[src/rtl/tag_issue_buffer.sv]
// Tag FIFO feeding the sorter tree's input register: issues one tag per ena
// pulse and holds off further issues until the tree reports completion.
module tag_issue_buffer #(
  parameter int TAG_W  = 12,
  parameter int DEPTH  = 8,
  parameter int ADDR_W = 3
) (
  input  logic              clk,
  input  logic              rst,
  input  logic              tag_valid,
  input  logic [TAG_W-1:0]  tag_in,
  output logic              tag_ready,
  input  logic              tree_done,
  output logic              ena,
  output logic [TAG_W-1:0]  incoming_tag,
  output logic              busy,
  output logic [ADDR_W:0]   count,
  output logic              overflow
);

  typedef enum logic {S_IDLE, S_WAIT} state_t;

  state_t             r_state;
  state_t             w_next;
  logic [TAG_W-1:0]   r_mem [DEPTH];
  logic [ADDR_W-1:0]  r_wr_ptr;
  logic [ADDR_W-1:0]  r_rd_ptr;
  logic [ADDR_W:0]    r_count;
  logic               r_ena;
  logic [TAG_W-1:0]   r_tag;
  logic               r_overflow;
  logic               w_full;
  logic               w_empty;
  logic               w_push;
  logic               w_pop;

  assign w_full  = (r_count == (ADDR_W+1)'(DEPTH));
  assign w_empty = (r_count == '0);
  // A pop freeing a slot on the same edge does not admit a push when full.
  assign w_push  = tag_valid && !w_full;

  always_comb begin
    w_next = r_state;
    w_pop  = 1'b0;
    case (r_state)
      S_IDLE: begin
        if (!w_empty) begin
          w_pop  = 1'b1;
          w_next = S_WAIT;
        end
      end
      S_WAIT: begin
        if (tree_done) w_next = S_IDLE;
      end
      default: w_next = S_IDLE;
    endcase
  end

  always_ff @(posedge clk or negedge rst) begin
    if (!rst) begin
      r_state    <= S_IDLE;
      r_ena      <= 1'b0;
      r_tag      <= '0;
      r_wr_ptr   <= '0;
      r_rd_ptr   <= '0;
      r_count    <= '0;
      r_overflow <= 1'b0;
    end else begin
      r_state <= w_next;
      r_ena   <= w_pop;
      if (w_pop) begin
        r_tag    <= r_mem[r_rd_ptr];
        r_rd_ptr <= r_rd_ptr + 1'b1;
      end
      if (w_push) r_wr_ptr <= r_wr_ptr + 1'b1;
      if (tag_valid && w_full) r_overflow <= 1'b1;
      case ({w_push, w_pop})
        2'b10:   r_count <= r_count + 1'b1;
        2'b01:   r_count <= r_count - 1'b1;
        default: r_count <= r_count;
      endcase
    end
  end

  // Storage carries no reset; stale entries are never read past count.
  always_ff @(posedge clk) begin
    if (w_push) r_mem[r_wr_ptr] <= tag_in;
  end

  assign tag_ready    = !w_full;
  assign ena          = r_ena;
  assign incoming_tag = r_tag;
  assign busy         = (r_state == S_WAIT);
  assign count        = r_count;
  assign overflow     = r_overflow;

endmodule
[config.mk]
export PLATFORM = sky130hd
export DESIGN_NAME = tag_issue_buffer
export DESIGN_NICKNAME = d
export VERILOG_FILES = /design/src/rtl/tag_issue_buffer.sv
export SDC_FILE = /design/constraint.sdc
export NUM_CORES = 1
export LEC_CHECK = 0
export CAP_MARGIN = 20
export CORE_MARGIN = 2
export CORE_UTILIZATION = 53
export CTS_BUF_LIST = sky130_fd_sc_hd__clkbuf_4 sky130_fd_sc_hd__clkbuf_8
export DETAILED_ROUTE_END_ITERATION = 7
export GPL_TIMING_DRIVEN = 1
export HOLD_SLACK_MARGIN = 0.06
export PLACE_DENSITY = 0.73
export SYNTH_ARGS = -nofsm -noshare
export SYNTH_HDL_FRONTEND = slang
export SYNTH_SLANG_ARGS = --single-unit
[constraint.sdc]
create_clock -name clk -period 4.85 [get_ports clk]
set_input_delay 0.97 -clock clk [delete_from_list [all_inputs] [get_ports clk]]
set_output_delay 0.97 -clock clk [all_outputs]
set_load 0.005 [all_outputs]
# ---- Yosys cells after proc, flatten, opt, wreduce, memory -nomap -nowiden
# Memory sizes are Yosys's and may differ from the RTL's. A register that Yosys moved wholly into a read port is not among the register bits.
# Index checks and enable logic that the tools add are counted.
dict set report word_totals {
  output_inout_bits 20
  memories 1
  inputBits 16
  word_cells 28
  ramBits 96
  regBits 13
}
# name depth width read_ports rd_clocked_by_memory_dff write_ports line
set memory_table {}
lappend memory_table {r_mem 8 12 1 1 1 25} ;# logic [TAG_W-1:0] r_mem [DEPTH];
dict set report classes {
  n_bitwise 1
  n_eq_ne 3
  addsub 4
  reduce_logical 6
  n_mux 7
}
# cell n
set op_table {}
lappend op_table {{4-bit case mux with 2 select lines} 1}
lappend op_table {{3-bit by 1-bit adder with 3-bit output (second input constant)} 2}
lappend op_table {{1-bit two-way mux} 5}
lappend op_table {{4-bit by 1-bit adder with 4-bit output (second input constant)} 1}
lappend op_table {{4-bit equality test (second input constant)} 1}
lappend op_table {{4-bit logical NOT} 1}
lappend op_table {{4-bit by 1-bit subtractor with 4-bit output (second input constant)} 1}
lappend op_table {{2-bit by 1-bit equality test with 1-bit output (second input constant)} 1}
lappend op_table {{2-bit equality test (second input constant)} 1}
lappend op_table {{1-bit logical AND} 2}
lappend op_table {{1-bit logical NOT} 2}
lappend op_table {{1-bit case mux with 2 select lines} 1}
lappend op_table {{2-bit nonzero test} 1}
lappend op_table {{1-bit NOT} 1}

# ---- Depth between registers and ports, before layout
dict set report depth {
  ltp_word 5
  depth_mapped 10
}

# ---- Worst setup path before layout
# OpenSTA, ideal clock, no wires.
dict set report synth_timing {
  kind {input to register}
  start {input tag_valid}
  end {memory r_mem[0][0] (enable)}
  path_slack_ns 2.363
  stages 3
  arrival_time_ns 2.091
  required_ns 4.454
  cell_sequence {and2_4 > nand2b_2 > nor3_1}
}
dict set report synth_between {
  elab_chain_len 3
}
# item line
set synth_lines {}
lappend synth_lines {{start: declaration} 10} ;# input logic tag_valid,
lappend synth_lines {{1-bit logical AND} 40} ;# assign w_push = tag_valid && !w_full;
lappend synth_lines {{1-bit two-way mux} 87} ;# if (w_push) r_mem[r_wr_ptr] <= tag_in;
lappend synth_lines {{1-bit two-way mux (not written as such)} 87}
lappend synth_lines {{end: declaration} 25}
# Every way passes these cells.

# ---- Final worst setup path
dict set report layout_timing {
  start {register r_count[0] (netlist: count[0])}
  end {output tag_ready}
}
dict set report layout_between {
  elab_chain_len 2
}
# item line
set layout_lines {}
lappend layout_lines {{start: declaration} 28} ;# logic [ADDR_W:0] r_count;
lappend layout_lines {{start signal: assignment} 78} ;# 2'b10: r_count <= r_count + 1'b1;
lappend layout_lines {{start signal: assignment} 79} ;# 2'b01: r_count <= r_count - 1'b1;
lappend layout_lines {{start signal: assignment} 80} ;# default: r_count <= r_count;
lappend layout_lines {{4-bit equality test} 37} ;# assign w_full = (r_count == (ADDR_W+1)'(DEPTH));
lappend layout_lines {{1-bit logical NOT} 90} ;# assign tag_ready = !w_full;
lappend layout_lines {{end: declaration} 12} ;# output logic tag_ready,
# Every way passes these cells.

==> metrics.yaml <==
slew_headroom_pct: 29.00
cts_buffer_depth: 2
setup-tns-final_ns: 0
grt_max_degree: 29
wl_um: 9297
synth_top_area_share_pct: 60.19
critPathRequiredTime_ns: 3.88
finalCritPeriodShare_pct: 59.90
ys_ff_latch: 121
nNetsFinal: 364
clkTransAtPathRegs_ns: 0.07
insertedDiodeCount: 0
hold_depth: 1
max_stage_delay_ns: 0.57
postCtsHoldBufs: 0
yosysTopAreaCell: "edfxtp_1"
finalWorstPathRequiredPeriod_ns: 2.905
fp.coreArea_mm2: 0.008763
setup_violations: 0
p_leak_uw: 0.002143
min_path_type: "flip-flop to flip-flop"
crit_fanout: 8
post-cts-setup-buffer-count: 0
initial_core_util_pct: 54.65
detail-route-antenna-nets: 0
clock_latency_ns: 0.42
htree_levels: 4
yosysUniqueCellTypes: 35
cts_tree: "yes"
hold_slack_ns: 0.4759
dieHeight_um: 99.06
die_w_um: 99.06
synth_nets: 319
die_area_mm2: 0.009813
worst_r2r_endpoint: "count[3]"
use_met1_pct: 28.01
viasPerCell: 5.754
r2r_start: "count[0]"
synth_cells: 298
antenna_found_initial: 0
arrival_ns: 1.94
yosys_warnings: 0
gp_congestion: 0.7629
vias: 2670
min_from: "overflow"
routedWlPerCell_um: 20.04
grt-ovfl-total: 0
numCtsBuffers: 17
cts_root_buffer: "clkbuf_8"
powerDensity_mw_per_mm2: 622.9
peakVddDrop_uv: 314.3
start_kind: "flip-flop"
hold_viol_final: 0
drv_cap: 0
synth.cell_area_mm2: 0.004790
yosysSeqAreaShare_pct: 73.25
portBuffers: 35
outcome: "completed"
crit_slowest_cell: "or4b_4"
firstDrtPassIters: 5
drive_gt1_share_pct: 13.48
min_to: "overflow"
avgSynthCellArea_um2: 16.07
crit_path_end_kind: "output port"
finClkSkew_ns: 0.009446
top_usage_layer: "met2"
drtIter0Drc: 209
clock_sinks: 121
syn2layout_area_growth_pct: 19.51
timing.fmax_mhz: 344.2
grt_pass1_wl_um: 14770
drv_slew: 0
place_hpwl_um: 5967
worstRegToRegCells: 8
worst_pin_slew_ns: 1.061
rrSetupSlack_ns: 1.98
track_usage_pct: 20.78
crit_type: "flip-flop to output port"
num_io_pins: 36
grt_pass1_vias: 2707
crit_path_cell_trace: "or4b_4 -> clkdlybuf4s50_1"
use_met3_pct: 5.532
ctsResizeCount: 0
grt_use_met2_pct: 32.90
rows: 34
synth.area.top_cells: "edfxtp_1, dfrtp_1, mux2i_1"
drcViolationCount: 0
rsz0062_at_grt: "false"
sequential cells by signal, summed over array words and instances, names as in the netlist:
register      count
r_rd_ptr          3
ena               1
overflow          1
r_mem            96
incoming_tag     12
r_wr_ptr          3
count             4
busy              1
where the power goes:
part           internal (uW)  total [uW]  switching [uW]  leakage (uW)
clock                    674        1040             370      0.000245
sequential              1350        1540             186       0.00117
combinational            472         982             510      0.000732
total                   2500        3570            1070       0.00214
layer usage:
metal  up-vias  wire [um]
met1      1342       3998
met5         -          0
met3        11        634
li1       1226          -
met4         0        106
met2        91       4557
logic make-up (layout without fill, tap and decap cells):
family / Yosys count / after routing / synth area share (%)
AOI/OAI and AO/OA: 39 / 39 / 5.460
and+or+nand+nor: 59 / 59 / 6.348
xor gates and xnor gates: 8 / 8 / 1.463
DFF: 121 / 121 / 73.25
adders and majority gates: 5 / 5 / 1.306
muxes: 51 / 51 / 10.71
buffers and inverters: 15 / 73 / 1.463
synthesized netlist by cell type (all sizes together):
cell type,n
nand3b,1
nor4,2
and2,2
a2111oi,1
xnor2,4
inv,2
nor2,9
dfrtp,25
nand3,13
or4b,1
a21oi,1
nand2b,4
edfxtp,96
o21bai,1
buf,7
xor2,4
ha,5
nor2b,2
mux2i,49
nor4b,1
a22oi,24
clkbuf,6
o21ai,12
mux2,2
nand2,21
nor3,3
cell type report:
class,instances,area (um2)
clock buffer,24,305.3
inverter,2,7.507
sequential,121,3510
multi-input combinational,162,1221
tap,108,135.1
timing repair buffer,39,380.4
clock inverter,8,165.2
fill,623,3039
critical path, delay by kind of cell, from the launching register on:
family                 cells  cell delay (ns)
AND/OR/NAND/NOR            1             0.57
flip-flops                 1             0.49
buffers and inverters      1             0.46
worst max path at each step:
stage,slack [ns],cells after the start,to,from
4_1_cts,1.91,2,tag_ready,count[1]
6_report,1.94,2,tag_ready,count[0]
2_1_floorplan,2.36,3,r_mem[0][0],tag_valid
3_5_place_dp,1.85,4,r_mem[4][0],tag_valid
3_3_place_gp,1.89,4,r_mem[2][2],tag_valid
5_1_grt,1.78,8,count[3],count[0]
through the flow:
step	area, um2	util [%]	worst slack [ns]	power [uW]	cells
CTS	5717	65.23	1.910	3588	463
floorplan	4790	-	2.363	2154	298
global route	5724	65.32	1.782	3753	464
global placement	5246	59.87	1.889	2515	431
detailed placement	5246	59.87	1.845	2544	431
finish	5724	65.32	1.945	3566	464
layout by cell type, fill, tap and decap left out, types with 5 or more instances in the layout:
cell	netlist	routed
edfxtp_1	96	96
mux2i_1	49	49
clkdlybuf4s50_1	0	35
a22oi_1	24	24
dfrtp_1	25	24
clkbuf_8	0	20
nand2_1	19	19
nand3_1	13	13
o21ai_0	9	9
nor2_1	8	8
ha_1	5	5
bufinv_16	0	5
(Power assumes the default switching activity.)
